===== src/rtl/hazard_scoreboard.sv =====
// Shift-register scoreboard of in-flight register writes beside ID: raises the
// stall request and registers operand-forwarding selects for the EXE stage.
module hazard_scoreboard #(
  parameter int unsigned AW         = 4,
  parameter int unsigned PIPE_DEPTH = 2,
  parameter bit          FWD_EN     = 1'b1,
  parameter int unsigned CNT_W      = 16
) (
  input  logic                              clk,
  input  logic                              rst,
  input  logic                              freeze,
  input  logic                              flush,
  input  logic                              id_valid,
  input  logic                              id_use_rn,
  input  logic                              id_two_src,
  input  logic [AW-1:0]                     id_rn,
  input  logic [AW-1:0]                     id_src2,
  input  logic                              id_wb_en,
  input  logic                              id_mem_r_en,
  input  logic [AW-1:0]                     id_dest,
  output logic                              hazard_detected,
  output logic [$clog2(PIPE_DEPTH+1)-1:0]   ex_sel_rn,
  output logic [$clog2(PIPE_DEPTH+1)-1:0]   ex_sel_src2,
  output logic [(2**AW)-1:0]                pending_mask,
  output logic [CNT_W-1:0]                  stall_cnt
);

  localparam int unsigned SEL_W = $clog2(PIPE_DEPTH + 1);
  localparam int unsigned NREG  = 2**AW;

  logic [PIPE_DEPTH-1:0] vld_q, vld_d;
  logic [PIPE_DEPTH-1:0] wb_q, wb_d;
  logic [PIPE_DEPTH-1:0] ld_q, ld_d;
  logic [AW-1:0]         dest_q [PIPE_DEPTH];
  logic [AW-1:0]         dest_d [PIPE_DEPTH];
  logic [SEL_W-1:0]      ex_sel_rn_q, ex_sel_rn_d;
  logic [SEL_W-1:0]      ex_sel_src2_q, ex_sel_src2_d;
  logic [CNT_W-1:0]      stall_cnt_q, stall_cnt_d;

  logic [PIPE_DEPTH-1:0] match_rn, match_src2;
  logic [SEL_W-1:0]      sel_rn, sel_src2;
  logic                  hazard;
  logic                  bubble;
  logic [NREG-1:0]       pmask;

  always_comb begin
    match_rn   = '0;
    match_src2 = '0;
    for (int unsigned k = 0; k < PIPE_DEPTH; k++) begin
      match_rn[k]   = id_valid && id_use_rn  && vld_q[k] && wb_q[k] && (dest_q[k] == id_rn);
      match_src2[k] = id_valid && id_two_src && vld_q[k] && wb_q[k] && (dest_q[k] == id_src2);
    end
  end

  // Walk oldest to youngest so the lowest matching entry overwrites last.
  always_comb begin
    sel_rn   = '0;
    sel_src2 = '0;
    for (int unsigned i = 0; i < PIPE_DEPTH; i++) begin
      if (match_rn[PIPE_DEPTH-1-i])   sel_rn   = SEL_W'(PIPE_DEPTH - i);
      if (match_src2[PIPE_DEPTH-1-i]) sel_src2 = SEL_W'(PIPE_DEPTH - i);
    end
  end

  always_comb begin
    if (FWD_EN) hazard = (match_rn[0] || match_src2[0]) && ld_q[0];
    else        hazard = (|match_rn) || (|match_src2);
    hazard = hazard && !flush;
    bubble = hazard || flush;
  end

  always_comb begin
    pmask = '0;
    for (int unsigned k = 0; k < PIPE_DEPTH; k++) begin
      if (vld_q[k] && wb_q[k]) pmask[dest_q[k]] = 1'b1;
    end
  end

  always_comb begin
    vld_d         = vld_q;
    wb_d          = wb_q;
    ld_d          = ld_q;
    dest_d        = dest_q;
    ex_sel_rn_d   = ex_sel_rn_q;
    ex_sel_src2_d = ex_sel_src2_q;
    stall_cnt_d   = stall_cnt_q;
    if (!freeze) begin
      for (int unsigned k = 1; k < PIPE_DEPTH; k++) begin
        vld_d[k]  = vld_q[k-1];
        wb_d[k]   = wb_q[k-1];
        ld_d[k]   = ld_q[k-1];
        dest_d[k] = dest_q[k-1];
      end
      vld_d[0]      = id_valid && !bubble;
      wb_d[0]       = id_wb_en;
      ld_d[0]       = id_mem_r_en;
      dest_d[0]     = id_dest;
      ex_sel_rn_d   = bubble ? '0 : sel_rn;
      ex_sel_src2_d = bubble ? '0 : sel_src2;
      if (hazard && !(&stall_cnt_q)) stall_cnt_d = stall_cnt_q + 1'b1;
    end
  end

  always_ff @(posedge clk or negedge rst) begin
    if (!rst) begin
      vld_q         <= '0;
      wb_q          <= '0;
      ld_q          <= '0;
      for (int unsigned k = 0; k < PIPE_DEPTH; k++) dest_q[k] <= '0;
      ex_sel_rn_q   <= '0;
      ex_sel_src2_q <= '0;
      stall_cnt_q   <= '0;
    end else begin
      vld_q         <= vld_d;
      wb_q          <= wb_d;
      ld_q          <= ld_d;
      dest_q        <= dest_d;
      ex_sel_rn_q   <= ex_sel_rn_d;
      ex_sel_src2_q <= ex_sel_src2_d;
      stall_cnt_q   <= stall_cnt_d;
    end
  end

  assign hazard_detected = hazard;
  assign ex_sel_rn       = ex_sel_rn_q;
  assign ex_sel_src2     = ex_sel_src2_q;
  assign pending_mask    = pmask;
  assign stall_cnt       = stall_cnt_q;

endmodule


===== config.mk =====
export PLATFORM = sky130hd
export DESIGN_NAME = hazard_scoreboard
export DESIGN_NICKNAME = d
export VERILOG_FILES = /design/src/rtl/hazard_scoreboard.sv
export SDC_FILE = /design/constraint.sdc
export NUM_CORES = 1
export LEC_CHECK = 0
export BUFFER_PORTS_ARGS = -buffer_cell sky130_fd_sc_hd__buf_2
export CAP_MARGIN = 0
export CORE_ASPECT_RATIO = 0.9
export CORE_MARGIN = 4
export CORE_UTILIZATION = 56
export DETAILED_ROUTE_END_ITERATION = 8
export PLACE_DENSITY = 0.85
export SLEW_MARGIN = 0
export SYNTH_ARGS = -nofsm -noshare
export SYNTH_HDL_FRONTEND = slang
export SYNTH_SLANG_ARGS = --single-unit
export TNS_END_PERCENT = 100

===== constraint.sdc =====
create_clock -name clk -period 4.15 [get_ports clk]
set_input_delay 0.83 -clock clk [delete_from_list [all_inputs] [get_ports clk]]
set_output_delay 0.83 -clock clk [all_outputs]
set_load 0.01 [all_outputs]

==> results.tsv <==
metric	value	unit
crit_fanout	20	
rsz0062_at_grt	no	
cts_buffer_depth	2	
nets	279	
p_comb_share	14.8	%
drtIter0Drc	132	
antenna_found_initial	0	
synthFlopType	dfrtp_1	
start_util	58.8	%
endpoint_kind	output port	
yosysWarnings	0	
worstReg2RegStart	dest_q[6]	
overflow	0	
hold_viol_final	0	
setup_tns	0	ns
vias	1761	
slowest_delay	0.39	ns
dpl.hpwl	3.46	mm
drive_gt1_share	33.7	%
power_switching_share	28.3	%
arrival	2.24	ns
synth_seq_cells	33	
finalHoldWorstSlack	0.495	ns
core.rowCount	20	
min_path_type	flop to flop	
slowest_stage	or3_4	
fill_cells	282	
drv_cap	0	
synth_area_per_cell	9.83	um^2
internal_power	0.504	mW
worst_slack	1.08	ns
syn_inst	205	
io_pins	58	
slew_viol_final	0	
p_switching	0.199	mW
seq_area_frac_synth	41.0	%
cts-root-buf	clkbuf_8	
tightest_slew	0.873	ns
htree_levels	2	
layout_common_cells	57 x buf_2, 33 x dfrtp_1, 21 x xnor2_1	
grt_max_degree	34	
drtPass1Iterations	5	
finalSetupViolCount	0	
min-delay-start	ex_sel_rn[0]	
relSlewSlack	40.3	%
gp_congestion	0.897	
dieArea	4620	um^2
critPathMostFrequentCell	buf_2	
cts_tree	built	
die_w	71.2	um
diodes	0	
syn-num-nets	227	
fp.coreArea	3430	um^2
critPathLaunchType	input port	
postCtsSetupBuffers	0	
p_clk_share	32.5	%
wl_per_cell	15.2	um
synth.distinct_cells	40	
via_per_inst	5.83	
worst-setup-path-type	input port to output port	
ctsResizeCount	0	
final_common_cell	buf_2	
status	finished clean	
synth_edf_count	0	
peakVddDrop	248	uV
period_needed	3.07	ns
max_freq	0.326	GHz
port_buffers	57	
grt_pass1_wl	7.87	mm
clock_skew	0.00478	ns
grt_pass1_vias	1624	
crit_chain	buf_2 > xor2_1 > or3_4 > o32ai_4 > buf_4 > and2_1 > buf_2	
cp-startpoint	id_src2[2]	
area_growth_syn_to_layout	17.4	%
drc_errors	0	
ys_async_sr_fraction	100	%
fin_crit_sh	74.0	%
grtUsageTotal	21.1	%
cts_hold_buf	0	
power_frac_seq	52.7	%
power_density	297	nW/um^2
dpl_worst_slack	1.08	ns
syn_area	2020	um^2
die_h	64.9	um
drt-total-wl	4.59	mm
cts_inserted_buffers	5	
worstPathRequired	3.32	ns
path_clk_slew	0.07	ns
register_area	826	um^2
clock_latency	0.28	ns
clkSinkCount	33	
ant_nets	0	
p_leak	1.09	nW
multiInputGateArea	1090	um^2
## sequential cells by signal, indices dropped and copies added (netlist names)
| name | cells |
|---|---|
| dest_q | 8 |
| ex_sel_rn | 2 |
| ex_sel_src2 | 2 |
| ld_q | 1 |
| stall_cnt | 16 |
| vld_q | 2 |
| wb_q | 2 |
## final timing paths
path                                         to  slack (ns)  cells past startpoint
worst max-delay path            hazard_detected        1.08                      7
worst min-delay path               ex_sel_rn[0]        0.49                      2
worst max register to register     stall_cnt[1]        1.94                      6
worst min register to register     ex_sel_rn[0]        0.49                      2
max in group asynchronous         stall_cnt[13]        3.10                      1
min in group asynchronous        ex_sel_src2[0]        0.60                      1
## area by class of cell
class	count	share of cell area, %
well taps	44	2.33
clock inverters	2	0.423
multi-input cells	155	46.3
clock buffers	6	3.07
repair buffers	58	12.4
inverters	4	0.635
flip-flops and latches	33	34.9
## cell families after synthesis
kind of cell             share of synthesized area [%]
AO/OA/AOI/OAI                                     9.13
XOR/XNOR                                          14.2
adder cells (fa/ha/maj)                          0.621
buffers and inverters                             4.72
flip-flops                                        41.0
multiplexers                                      7.26
AND/OR/NAND/NOR                                   23.2
## power by group through the flow
stage / Clock (mW) / Combinational (mW) / Sequential, mW
after floorplan: 0 / 0.0921 / 0.352
after global placement: 0 / 0.102 / 0.375
after detailed placement: 0 / 0.104 / 0.376
after CTS: 0.232 / 0.105 / 0.370
after global routing: 0.249 / 0.116 / 0.374
final: 0.228 / 0.104 / 0.370
## worst max-delay path: cells and delay by family
kind	cells	cell delay, ns
XOR/XNOR	1	0.13
buffers and inverters	3	0.52
AND/OR/NAND/NOR	2	0.55
AO/OA/AOI/OAI	1	0.20
## Yosys cell counts, types with 2 or more instances
master	instances	share of area (%)
nand4_1	15	4.7
xor2_1	6	2.6
nand3_1	12	3.0
nor4_1	4	1.2
nand2_1	19	3.5
buf_6	2	1.1
o22ai_1	16	5.0
nand2b_1	5	1.6
buf_2	4	0.99
xnor2_1	21	9.1
dfrtp_1	33	41
nor3_1	5	1.2
o41ai_1	2	0.87
clkbuf_1	5	0.93
o21ai_1	2	0.50
nor4b_1	2	0.87
and3_1	3	0.93
xnor2_2	3	2.4
nor2_1	8	1.5
or2_2	2	0.62
nand2_2	3	0.93
inv_1	4	0.74
mux2_2	12	6.7
## stage by stage
stage / total power, mW / instances / cell area [um^2] / utilization (%)
after floorplan: 0.444 / 205 / 2020 / -
after global placement: 0.477 / 294 / 2280 / 66.6
after detailed placement: 0.480 / 294 / 2280 / 66.6
after CTS: 0.706 / 302 / 2370 / 69.0
after global routing: 0.739 / 302 / 2370 / 69.0
final: 0.703 / 302 / 2370 / 69.0
## layer usage
metal	GRT usage [%]	up-vias	share of wire [%]
met1	30.0	848	45
met2	32.9	64	48
li1	-	845	-
met4	4.93	0	0.83
met5	0	-	0
met3	4.34	4	6.0
Note: power is estimated with default switching activity, not from simulation.
